$ cat src/rtl/s2p_pkg.sv
// Shared widths, FSM state encodings and the saturation helper for speed2phase.
// Q9.10 phase words are 19 bits wide. Saturation clamps to [-2^18, 2^18-1].
package s2p_pkg;

   localparam int SPEED_W    = 16;
   localparam int PHASE_W    = 19;
   localparam int PHASE_FRAC = 10;
   localparam int N_W        = 4;
   localparam int SAT_W      = 34;

   localparam int             STATE_W = 3;
   localparam logic [2:0]     S_IDLE  = 3'd0;
   localparam logic [2:0]     S_CALC  = 3'd1;
   localparam logic [2:0]     S_EMIT  = 3'd2;
   localparam logic [2:0]     S_WAIT  = 3'd3;
   localparam logic [2:0]     S_DONE  = 3'd4;

   localparam logic signed [PHASE_W-1:0] PHASE_MAX = 19'sh3FFFF;
   localparam logic signed [PHASE_W-1:0] PHASE_MIN = 19'sh40000;

   // Clamp a wide signed intermediate into the Q9.10 range. Out-of-range values never wrap.
   function automatic logic signed [PHASE_W-1:0] sat_phase(input logic signed [SAT_W-1:0] v);
      if (v > PHASE_MAX)      return PHASE_MAX;
      else if (v < PHASE_MIN) return PHASE_MIN;
      else                    return v[PHASE_W-1:0];
   endfunction

endpackage

$ cat src/rtl/s2p_scale.sv
// Combinational speed -> phase conversion.
// Computes a 16x17 signed multiply, then an arithmetic right shift by SHIFT, then saturation to 19 bits.
module s2p_scale
   import s2p_pkg::*;
#(
   parameter logic [16:0] GAIN  = 17'd1024,
   parameter int          SHIFT = PHASE_FRAC
)(
   input  logic signed [SPEED_W-1:0] speed,
   output logic signed [PHASE_W-1:0] phase
);

   logic signed [32:0] product;
   logic signed [32:0] shifted;

   // Scale, shift (floor toward -inf) and clamp the requested speed.
   always_comb begin
      // NOTE: every always_comb output is assigned on every path, so no latch is inferred.
      product = 33'(speed) * 33'($signed({1'b0, GAIN}));
      shifted = product >>> SHIFT;
      phase   = sat_phase(34'(shifted));
   end

endmodule

$ cat src/rtl/speed2phase.sv
// speed2phase: burst generator for the phase-difference interface consumed by phase2speed.
// It latches a signed speed and a sample count, converts the speed to a Q9.10 phase,
// then emits N samples, each qualified by a 1-cycle data_rdy strobe, INTERVAL cycles apart.
// Optional feature: define SPEED2PHASE_DITHER_EN to add LFSR dither of DITHER_W LSBs per sample.
module speed2phase
   import s2p_pkg::*;
#(
   parameter logic [16:0] GAIN     = 17'd1024,
   parameter int          SHIFT    = PHASE_FRAC,
   parameter int          INTERVAL = 20,
   parameter int          DITHER_W = 2
)(
   input  logic        clk,
   input  logic        reset,
   input  logic        start,
   input  logic [15:0] in_speed,
   input  logic [3:0]  N,
   output logic        busy,
   output logic        done,
   output logic        data_rdy,
   output logic [18:0] out_phasediff
);

   // The interval counter holds INTERVAL-2 at most.
   localparam int                ICNT_W    = (INTERVAL > 2) ? $clog2(INTERVAL - 1) : 1;
   localparam logic [ICNT_W-1:0] ICNT_LOAD = ICNT_W'(INTERVAL - 2);

   logic [STATE_W-1:0]        state;
   logic signed [SPEED_W-1:0] speed_q;
   logic [N_W-1:0]            n_q;
   logic [N_W-1:0]            smp_cnt;
   logic [ICNT_W-1:0]         icnt;
   logic signed [PHASE_W-1:0] calc_phase;
   logic signed [PHASE_W-1:0] emit_value;

   s2p_scale #(.GAIN(GAIN), .SHIFT(SHIFT)) u_scale (
      .speed (speed_q),
      .phase (calc_phase)
   );

`ifdef SPEED2PHASE_DITHER_EN
   localparam logic signed [SAT_W-1:0] DITH_BIAS = 34'sd1 <<< (DITHER_W - 1);

   logic [15:0]               lfsr;
   logic signed [PHASE_W-1:0] phase_q;
   logic signed [SAT_W-1:0]   dith_sum;

   // Dithered sample: the base phase plus an LFSR offset in [-2^(DITHER_W-1), 2^(DITHER_W-1)-1], re-saturated.
   always_comb begin
      dith_sum   = (state == S_CALC) ? 34'(calc_phase) : 34'(phase_q);
      dith_sum   = dith_sum + $signed({{(SAT_W-DITHER_W){1'b0}}, lfsr[DITHER_W-1:0]}) - DITH_BIAS;
      emit_value = sat_phase(dith_sum);
   end

   // Keep the undithered base phase. Step the LFSR (taps 16,14,13,11) on every entry into EMIT.
   always_ff @(posedge clk or negedge reset) begin
      if (!reset) begin
         lfsr    <= 16'hACE1;
         phase_q <= '0;
      end else begin
         if (state == S_CALC) phase_q <= calc_phase;
         if (state == S_CALC || (state == S_WAIT && icnt == '0))
            lfsr <= {lfsr[0] ^ lfsr[2] ^ lfsr[3] ^ lfsr[5], lfsr[15:1]};
      end
   end
`else
   // Without dither, every sample in a burst is the CALC value.
   always_comb emit_value = calc_phase;
`endif

   // Burst FSM. Outputs are registered, so each strobe lines up with its state's cycle.
   always_ff @(posedge clk or negedge reset) begin
      // NOTE: state uses non-blocking assignments, and the asynchronous reset clears everything immediately.
      if (!reset) begin
         state         <= S_IDLE;
         speed_q       <= '0;
         n_q           <= '0;
         smp_cnt       <= '0;
         icnt          <= '0;
         busy          <= 1'b0;
         done          <= 1'b0;
         data_rdy      <= 1'b0;
         out_phasediff <= '0;
      end else begin
         case (state)
            S_IDLE: begin
               if (start) begin
                  speed_q <= $signed(in_speed);
                  n_q     <= (N == '0) ? N_W'(1) : N;
                  smp_cnt <= '0;
                  busy    <= 1'b1;
                  state   <= S_CALC;
               end
            end
            S_CALC: begin
               out_phasediff <= emit_value;
               data_rdy      <= 1'b1;
               state         <= S_EMIT;
            end
            S_EMIT: begin
               // The last sample goes straight to DONE, so done follows the final strobe by one cycle.
               data_rdy <= 1'b0;
               smp_cnt  <= smp_cnt + 1'b1;
               icnt     <= ICNT_LOAD;
               if (smp_cnt + 1'b1 == n_q) begin
                  done  <= 1'b1;
                  state <= S_DONE;
               end else begin
                  state <= S_WAIT;
               end
            end
            S_WAIT: begin
               if (icnt == '0) begin
`ifdef SPEED2PHASE_DITHER_EN
                  out_phasediff <= emit_value;
`endif
                  data_rdy <= 1'b1;
                  state    <= S_EMIT;
               end else begin
                  icnt <= icnt - 1'b1;
               end
            end
            S_DONE: begin
               done  <= 1'b0;
               busy  <= 1'b0;
               state <= S_IDLE;
            end
            default: state <= S_IDLE;
         endcase
      end
   end

endmodule

$ cat config.mk
export PLATFORM = sky130hd
export DESIGN_NAME = speed2phase
export DESIGN_NICKNAME = d
export VERILOG_FILES = /design/src/rtl/s2p_pkg.sv /design/src/rtl/s2p_scale.sv /design/src/rtl/speed2phase.sv
export SDC_FILE = /design/constraint.sdc
export NUM_CORES = 1
export LEC_CHECK = 0
export ABC_AREA = 1
export BUFFER_PORTS_ARGS = -buffer_cell sky130_fd_sc_hd__buf_2
export CAP_MARGIN = 0
export CORE_UTILIZATION = 35
export CTS_BUF_LIST = sky130_fd_sc_hd__clkbuf_8
export DETAILED_ROUTE_END_ITERATION = 16
export GPL_ROUTABILITY_DRIVEN = 0
export PLACE_DENSITY = 0.57
export SLEW_MARGIN = 30
export SYNTH_ARGS = -nofsm -noshare
export SYNTH_HDL_FRONTEND = slang
export SYNTH_SLANG_ARGS = --single-unit
$ cat constraint.sdc
create_clock -name clk -period 1.55 [get_ports clk]
set_input_delay 0.2325 -clock clk [delete_from_list [all_inputs] [get_ports clk]]
set_output_delay 0.2325 -clock clk [all_outputs]
set_load 0.02 [all_outputs]
==> results.cfg, run 1 <==
[outcome]
status = completed

[synth]
async_flop_share = 1.00
synthFlopType = dfrtp_1
avgSynthCellArea_sq_um = 8.55
ys_seq_area_frac = 0.583
synth_area_sq_um = 2230
synth_edf_count = 0
synth_nets = 286
ys_warn_count = 0
ys_ff_latch = 52
netlist_instances = 261
synth_cell_type_count = 23

[cells_and_area]
nets = 337
antenna_cells = 0
drive_gt1_frac = 0.244
layout_common_cells = nand2_1 (113), dfrtp_1 (52), buf_2 (44)
layout_commonest_cell = nand2_1
synthToLayoutAreaGrowth_pct = 20.1

[run]
maxCapViolCount = 0

[die]
std_cell_rows = 28
start_util = 0.370
io_pins = 45
coreArea_sq_um = 6030
die_h_um = 81.9
dieArea_sq_um = 6700
dieWidth_um = 81.9

[timing]
tightest_slew_ns = 0.360
period_share = 0.898
max_freq_ghz = 0.718
slew_violations = 0
hold_violations = 0
rsz0062_at_grt = no
skew_ns = 0.00580
setup_tns_ns = 0
fin_crit_ns = 1.39
relSlewSlack = 0.760
setup_violations = 0

[clock_tree]
h-tree-depth = 2
clkSlewWorstSetupHoldPaths_ns = 0.09
cts_tree = built
clock-sinks = 52
cts-root-buf = clkbuf_8
clk_path_buf_depth = 2
clk_latency_ns = 0.30
cts_inserted_buffers = 5

[setup_path]
critPathCaptureType = register
cp_max_fo = 7
crit_required_ns = 1.79
path_cells = inv_1, ha_2, inv_1, nor3_1, nand2_1, nand2_2, o21ai_0, nor2_1, nand2_1, nand2_1
crit_top_cell = nand2_1
crit_arrival_ns = 1.64
slowest_delay_ns = 0.38
start_kind = register
crit_type = reg -> reg
critPathSlowestCell = dfrtp_1

[route]
avgViaCountPerCell = 4.56
ant_nets = 0
drt_wl_total_um = 4310
firstDrtPassIters = 4
drc = 0
drtIter0Drc = 116
vias = 1764
wl_per_cell_um = 11.1

[placed_design]
io_buffers = 44
hpwl_um = 2930

[global_routing]
grt_usage = 0.150
grt_max_degree = 53
grt_pass1_wl_um = 7540
antenna_found_initial = 0
grt-ovfl-total = 0
grt_pass1_vias = 1693

[power_and_ir_drop]
fin_total_pwr_mw = 4.92
leakage_nw = 1.47
irDropWorstVdd_v = 0.000900
power.density_nw_per_um2 = 1830

[hold_path]
hp-class = in -> reg
[final timing paths]
check / startpoint / to / slack [ns] / cells past startpoint
max: icnt[1]$_DFFE_PN0P_ / state[0]$_DFFE_PN0P_ / 0.16 / 10
min in group asynchronous: reset / n_q[2]$_DFFE_PN0P_ / 0.44 / 3
max reg2reg: icnt[1]$_DFFE_PN0P_ / state[0]$_DFFE_PN0P_ / 0.16 / 10
min reg2reg: out_phasediff[10]$_DFFE_PN0N_ / out_phasediff[10]$_DFFE_PN0N_ / 0.47 / 2
min: in_speed[4] / speed_q[4]$_DFFE_PN0P_ / 0.12 / 3
max in group asynchronous: reset / out_phasediff[11]$_DFFE_PN0N_ / 0.85 / 3
[Yosys cell counts, types with 2 or more instances]
cell,count,share of area
a31oi_1,2,0.0056
buf_2,3,0.0067
buf_4,4,0.013
dfrtp_1,52,0.58
ha_1,2,0.011
inv_1,23,0.039
inv_2,6,0.010
nand2_1,114,0.19
nand2_2,2,0.0056
nand3_1,10,0.022
nand4_1,2,0.0056
nor2_1,8,0.013
nor2_4,2,0.010
nor3_1,3,0.0067
o21ai_0,16,0.036
o21ai_1,5,0.011
[per-stage QoR]
stage | hold slack, ns | area (sq um) | std cells | worst slack [ns] | util
finish | 0.121 | 2680 | 387 | 0.157 | 0.445
global route | 0.110 | 2680 | 387 | 0.0161 | 0.445
CTS | 0.108 | 2650 | 386 | 0.0872 | 0.440
detailed placement | 0.249 | 2550 | 378 | 0.0980 | 0.423
global placement | 0.253 | 2550 | 378 | 0.136 | 0.423
floorplan | -0.0631 | 2230 | 261 | 0.125 | -
[cell families after synthesis]
group,share of synthesized area
fa+ha+maj,0.0112
compound gates,0.0566
flops,0.583
buf+inv,0.0740
simple gates,0.271
xor+xnor,0.00392
[sequential cells by signal (all words and copies together) (netlist names)]
name,count
speed_q,16
out_phasediff,17
smp_cnt,4
busy,1
data_rdy,1
state,3
n_q,4
done,1
icnt,5
[per-layer routing]
metal  track usage  routed length [um]
met5             0                   0
met4        0.0526                  57
met3        0.0378                 240
met1         0.191                2090
met2         0.245                1930
[where the power goes]
part	switching [mW]	total, mW	internal [mW]
Sequential	0.271	2.07	1.80
Combinational	1.30	2.04	0.738
Clock	0.412	0.810	0.398
Total	1.98	4.92	2.94
[critical path, delay by kind of cell, from the launching register on]
family / cells / cell delay (ns)
adder cells (fa/ha/maj): 1 / 0.18
AO/OA/AOI/OAI: 1 / 0.10
AND/OR/NAND/NOR: 6 / 0.53
flip-flops: 1 / 0.38
buffers and inverters: 2 / 0.14
[final cells by class]
| class | instances | area, sq um |
|---|---|---|
| well taps | 75 | 93.8 |
| clock buffers | 7 | 96.3 |
| flip-flops and latches | 52 | 1300 |
| multi-input cells | 172 | 786 |
| repair buffers | 52 | 295 |
| inverters | 29 | 109 |
| fillers | 629 | 3340 |
[what timing repair did]
item                                    CTS  global route
endpoints found under the hold margin    52             0
resized for setup                         0             5
endpoints found under the setup margin    0             6
buffers inserted                          0             1
hold buffers                              1             0
Power figures use the tool's default switching activity.
==> run 2, diff against run 1 <==
--- a/config.mk
+++ b/config.mk
@@ -8,6 +8,7 @@
 export ABC_AREA = 1
 export BUFFER_PORTS_ARGS = -buffer_cell sky130_fd_sc_hd__buf_2
 export CAP_MARGIN = 0
+export CORE_MARGIN = 2
 export CORE_UTILIZATION = 35
 export CTS_BUF_LIST = sky130_fd_sc_hd__clkbuf_8
 export DETAILED_ROUTE_END_ITERATION = 16
==> constraint.sdc (replaced) <==
create_clock -name clk -period 1.55 [get_ports clk]
set_input_delay 0.0775 -clock clk [delete_from_list [all_inputs] [get_ports clk]]
set_output_delay 0.0775 -clock clk [all_outputs]
set_load 0.02 [all_outputs]
==> results.cfg, run 2 (same netlist as run 1, synthesis figures left out) <==
[setup_path]
slowest_delay_ns = 0.40
crit_top_cell = nand2_1
critPathCaptureType = register
crit_required_ns = 1.75
start_kind = register
crit_type = reg -> reg
crit_arrival_ns = 1.63
path_cells = ha_1, xnor2_1, nand2_1, nor2_1, nand2_1, nand2_1, nand2_1, nand2_1, nand2_1
cp_max_fo = 2
critPathSlowestCell = dfrtp_1

[run]
maxCapViolCount = 0

[cells_and_area]
antenna_cells = 0
reg_top3 = out_phasediff x17, speed_q x16, icnt x5
top_register = out_phasediff
largest_reg_flops = 17
synthToLayoutAreaGrowth_pct = 25.9
layout_commonest_cell = nand2_1
layout_common_cells = nand2_1 (113), dfrtp_1 (52), buf_2 (44)
drive_gt1_frac = 0.216
final_design_area_no_fill_sq_um = 2810
nets = 352

[placed_design]
io_buffers = 44
dpl-instance-area_sq_um = 2550
hpwl_um = 3080
pre_cts_ws_ns = 0.0916

[timing]
rsz0062_at_grt = yes
skew_ns = 0.00241
relSlewSlack = 0.767
fin_ws_ns = 0.114
period_share = 0.927
tightest_slew_ns = 0.349
max_freq_ghz = 0.696
fin_crit_ns = 1.44
setup_tns_ns = 0
hold_violations = 0
setup_violations = 0
slew_violations = 0

[route]
drtIter0Drc = 55
firstDrtPassIters = 4
drc = 0
ant_nets = 0
wl_per_cell_um = 11.1
avgViaCountPerCell = 4.43
vias = 1795
drt_wl_total_um = 4480

[clock_tree]
clkSlewWorstSetupHoldPaths_ns = 0.09
cts_tree = built
clock-sinks = 52
clk_latency_ns = 0.30
h-tree-depth = 2
clk_path_buf_depth = 2
cts_inserted_buffers = 5
cts-root-buf = clkbuf_8

[global_routing]
grt_pass1_wl_um = 7690
grt-ovfl-total = 0
grt_pass1_vias = 1739
antenna_found_initial = 0
grt_max_degree = 53
grt_usage = 0.135

[die]
dieArea_sq_um = 7030
io_pins = 45
die_h_um = 83.9
coreArea_sq_um = 6240
dieWidth_um = 83.9
start_util = 0.358
std_cell_rows = 29

[power_and_ir_drop]
leakage_nw = 1.54
irDropWorstVdd_v = 0.000682
power.density_nw_per_um2 = 1730

[hold_path]
hp-class = in -> reg

[outcome]
status = completed
[run 2: final timing paths]
| kind | startpoint | endpoint | slack (ns) | depth (start not counted) |
|---|---|---|---|---|
| setup / recovery | smp_cnt[0]$_DFFE_PN0P_ | state[0]$_DFFE_PN0P_ | 0.11 | 9 |
| max in group asynchronous | reset | out_phasediff[5]$_DFFE_PN0N_ | 1.02 | 3 |
| hold reg to reg | out_phasediff[6]$_DFFE_PN0N_ | out_phasediff[6]$_DFFE_PN0N_ | 0.47 | 2 |
| setup reg to reg | smp_cnt[0]$_DFFE_PN0P_ | state[0]$_DFFE_PN0P_ | 0.11 | 9 |
| hold / removal | in_speed[0] | speed_q[0]$_DFFE_PN0P_ | 0.005 | 3 |
| min in group asynchronous | reset | n_q[3]$_DFFE_PN0P_ | 0.30 | 3 |
[run 2: final cells by class]
cell class | instances | area [sq um]
tap | 77 | 96.3
clock inverter | 2 | 7.51
timing repair buffer | 67 | 445
multi-input combinational | 172 | 768
clock buffer | 6 | 82.6
fill | 635 | 3430
sequential | 52 | 1300
inverter | 29 | 109
[run 2: layer usage]
| layer | vias to the layer above | global-route usage | routed length [um] |
|---|---|---|---|
| met5 | - | 0 | 0 |
| met4 | 0 | 0.0396 | 54 |
| li1 | 934 | - | - |
| met2 | 26 | 0.228 | 2100 |
| met1 | 830 | 0.173 | 2180 |
| met3 | 5 | 0.0317 | 146 |
[run 2: what timing repair did]
item / 4_1_cts / 5_1_grt
hold buffers: 16 / 0
setup endpoints to repair: 0 / 6
setup buffers: 0 / 1
gates resized for setup: 0 / 2
endpoints found under the hold margin: 67 / 0
[run 2: critical path: cells and delay by family (launching register included)]
family | cells | cell delay [ns]
and+or+nand+nor | 7 | 0.48
DFF | 1 | 0.40
adders and majority gates | 1 | 0.32
xor gates and xnor gates | 1 | 0.14
[run 2: stage by stage]
step                hold slack (ns)  utilization  power, mW  std cells
global placement             0.0990        0.409       4.05        380
floorplan                    -0.218            -       3.51        261
finish                      0.00498        0.450       4.86        405
detailed placement           0.0914        0.409       4.09        380
global route                 0.0162        0.450       5.27        405
CTS                         0.00786        0.449       4.91        404
[run 2: report_power, final]
part,switching [mW],leakage [nW],internal (mW)
Clock,0.426,0.0538,0.352
Sequential,0.258,0.652,1.80
Combinational,1.29,0.837,0.736
==> run 3, diff against run 2 <==
--- a/config.mk
+++ b/config.mk
@@ -13,8 +13,9 @@
 export CTS_BUF_LIST = sky130_fd_sc_hd__clkbuf_8
 export DETAILED_ROUTE_END_ITERATION = 16
 export GPL_ROUTABILITY_DRIVEN = 0
-export PLACE_DENSITY = 0.57
+export PLACE_DENSITY = 0.56
 export SLEW_MARGIN = 30
 export SYNTH_ARGS = -nofsm -noshare
 export SYNTH_HDL_FRONTEND = slang
+export SYNTH_HIERARCHICAL = 1
 export SYNTH_SLANG_ARGS = --single-unit
==> results.cfg, run 3 <==
[outcome]
status = finished, violations left
violations = hold timing

[power_and_ir_drop]
clkPwrFrac = 0.154
irDropWorstVdd_v = 0.000848
switching_power_mw = 2.33
power.density_nw_per_um2 = 2000
switching_share = 0.384
intPower_mw = 3.74
seqPwrFrac = 0.401
leakage_nw = 1.60
comb_power_share = 0.445

[synth]
yosysTopAreaCell = dfrtp_1
avgSynthCellArea_sq_um = 9.69
synth_edf_count = 0
synth.most_common_cell = nand2_1
ys_warn_count = 6
ys_seq_area_frac = 0.549
ys_top_cells_by_area = dfrtp_1 (55%), nand2_1 (13%), mux2_4 (6.1%)
ys_ff_latch = 54
synth_cell_type_count = 24
synth_top_area_share = 0.549
synth_area_sq_um = 2460
synth_nets = 279
netlist_instances = 254
synthFlopType = dfrtp_1
synthTopCellsByCount = nand2_1 (82), dfrtp_1 (54), inv_1 (26)
async_flop_share = 1.00

[hold_path]
hp-class = in -> reg
hp-start = in_speed[0]
hold_end = speed_q[0]$_DFFE_PN0P_
min_path_cells = 3

[die]
coreArea_sq_um = 6790
io_pins = 45
std_cell_rows = 30
dieWidth_um = 87.9
start_util = 0.362
dieArea_sq_um = 7720
die_h_um = 87.9

[clock_tree]
clk_latency_ns = 0.30
h-tree-depth = 2
clkSlewWorstSetupHoldPaths_ns = 0.10
cts-root-buf = clkbuf_8
cts_tree = built
clk_path_buf_depth = 2
cts_inserted_buffers = 5
clock-sinks = 54

[route]
ant_nets = 0
drtIter0Drc = 107
met2_length_um = 2170
wl_met1_um = 2170
firstDrtPassIters = 4
vias = 1755
avgViaCountPerCell = 4.33
top_layer_used = met4
drc = 0
drt_wl_total_um = 4600
wl_met3_um = 198
wl_per_cell_um = 11.4

[global_routing]
grt_pass1_wl_um = 7590
grt-ovfl-total = 0
grt_max_degree = 55
antenna_found_initial = 0
grt_pass1_vias = 1662
grt_usage = 0.127

[timing]
hold_violations = 1
fin_crit_ns = 1.47
setup_violations = 0
tightest_slew_ns = 0.376
slew_violations = 0
setup_tns_ns = 0
fin_ws_ns = 0.0766
skew_ns = 0.00516
rsz0062_at_grt = yes
relSlewSlack = 0.749
period_share = 0.951
holdWs_ns = -0.000486
max_freq_ghz = 0.679

[cells_and_area]
top_register = out_phasediff
final_design_area_no_fill_sq_um = 3030
layout_common_cells = nand2_1 (81), dfrtp_1 (54), buf_2 (44)
synthToLayoutAreaGrowth_pct = 23.1
drive_gt1_frac = 0.307
nets = 333
antenna_cells = 0
layout_commonest_cell = nand2_1
reg_top3 = out_phasediff x19, speed_q x16, icnt x5
largest_reg_flops = 19

[setup_path]
reg2reg_from = icnt[1]$_DFFE_PN0P_
rr_endpoint = icnt[1]$_DFFE_PN0P_
crit_arrival_ns = 1.67
start_kind = register
crit_type = reg -> reg
crit_required_ns = 1.75
r2r_cells = 10
critPathCaptureType = register
reg2reg_slack_ns = 0.08
cp_max_fo = 4

[placed_design]
io_buffers = 44
hpwl_um = 2980
dpl-instance-area_sq_um = 2690
pre_cts_ws_ns = 0.0203

[run]
maxCapViolCount = 0
==> run 3: changes by cell type after synthesis, moves of 2 or more <==
cell     delta
dfrtp_1     +2
nand2_1    -32
mux2_4     +10
o21ai_1     -4
inv_1       +3
inv_2       -5
mux2_2      +9
buf_4      +15
==> run 3: metal layers <==
| layer | global-route usage | up-vias |
|---|---|---|
| li1 | - | 889 |
| met5 | 0 | - |
| met3 | 0.0311 | 7 |
| met4 | 0.0378 | 0 |
| met2 | 0.205 | 45 |
| met1 | 0.169 | 814 |
==> run 3: critical path: stages (launching register included) <==
cell and delay (ns):
dfrtp_1 0.41, inv_2 0.08, ha_4 0.13, inv_1 0.05, nor3_2 0.19, nand2_1 0.09
nand2_2 0.11, buf_6 0.11, nand2_1 0.06, nor2_1 0.09, a21oi_1 0.04
==> run 3: power by group through the flow <==
stage	logic [mW]	registers (mW)	clock network, mW
detailed placement	2.54	2.44	0
floorplan	1.80	2.71	0
finish	2.70	2.43	0.935
global placement	2.48	2.44	0
CTS	2.57	2.42	0.978
global route	3.04	2.51	1.02
==> run 3: worst max-delay path by stage <==
stage | startpoint | slack (ns) | end | depth (start not counted)
2_1_floorplan | icnt[0]$_DFFE_PN0P_ | 0.12 | data_rdy$_DFFE_PN0P_ | 9
3_3_place_gp | smp_cnt[1]$_DFFE_PN0P_ | 0.06 | state[0]$_DFFE_PN0P_ | 9
3_5_place_dp | icnt[0]$_DFFE_PN0P_ | 0.02 | icnt[1]$_DFFE_PN0P_ | 10
4_1_cts | icnt[0]$_DFFE_PN0P_ | 0.01 | icnt[1]$_DFFE_PN0P_ | 10
5_1_grt | icnt[0]$_DFFE_PN0P_ | -0.08 | icnt[2]$_DFFE_PN0P_ | 10
6_report | icnt[1]$_DFFE_PN0P_ | 0.08 | icnt[1]$_DFFE_PN0P_ | 10
==> run 3: logic make-up after synthesis <==
family | after synthesis | share of synthesized area
AND/OR/NAND/NOR | 110 | 0.190
flip-flops | 54 | 0.549
buffers and inverters | 50 | 0.109
AO/OA/AOI/OAI | 19 | 0.0391
multiplexers | 19 | 0.102
adder cells (fa/ha/maj) | 2 | 0.0102
==> run 3: timing repair <==
| action | CTS | global route |
|---|---|---|
| hold endpoints to repair | 69 | 0 |
| hold buffers | 16 | 0 |
| buffers inserted | 0 | 4 |
| gates resized for setup | 0 | 13 |
| endpoints found under the setup margin | 0 | 9 |
==> run 3: per-stage QoR <==
| step | std cells | util | power [mW] |
|---|---|---|---|
| floorplan | 254 | - | 4.51 |
| global placement | 377 | 0.396 | 4.92 |
| detailed placement | 377 | 0.396 | 4.98 |
| CTS | 401 | 0.436 | 5.97 |
| global route | 405 | 0.446 | 6.58 |
| finish | 405 | 0.446 | 6.06 |
==> run 3: layout make-up <==
cell class | count | area (sq um)
multi-input combinational | 150 | 876
timing repair buffer | 70 | 472
fill | 670 | 3760
clock buffer | 5 | 68.8
clock inverter | 3 | 40.0
inverter | 27 | 101
sequential | 54 | 1350
tap | 96 | 120
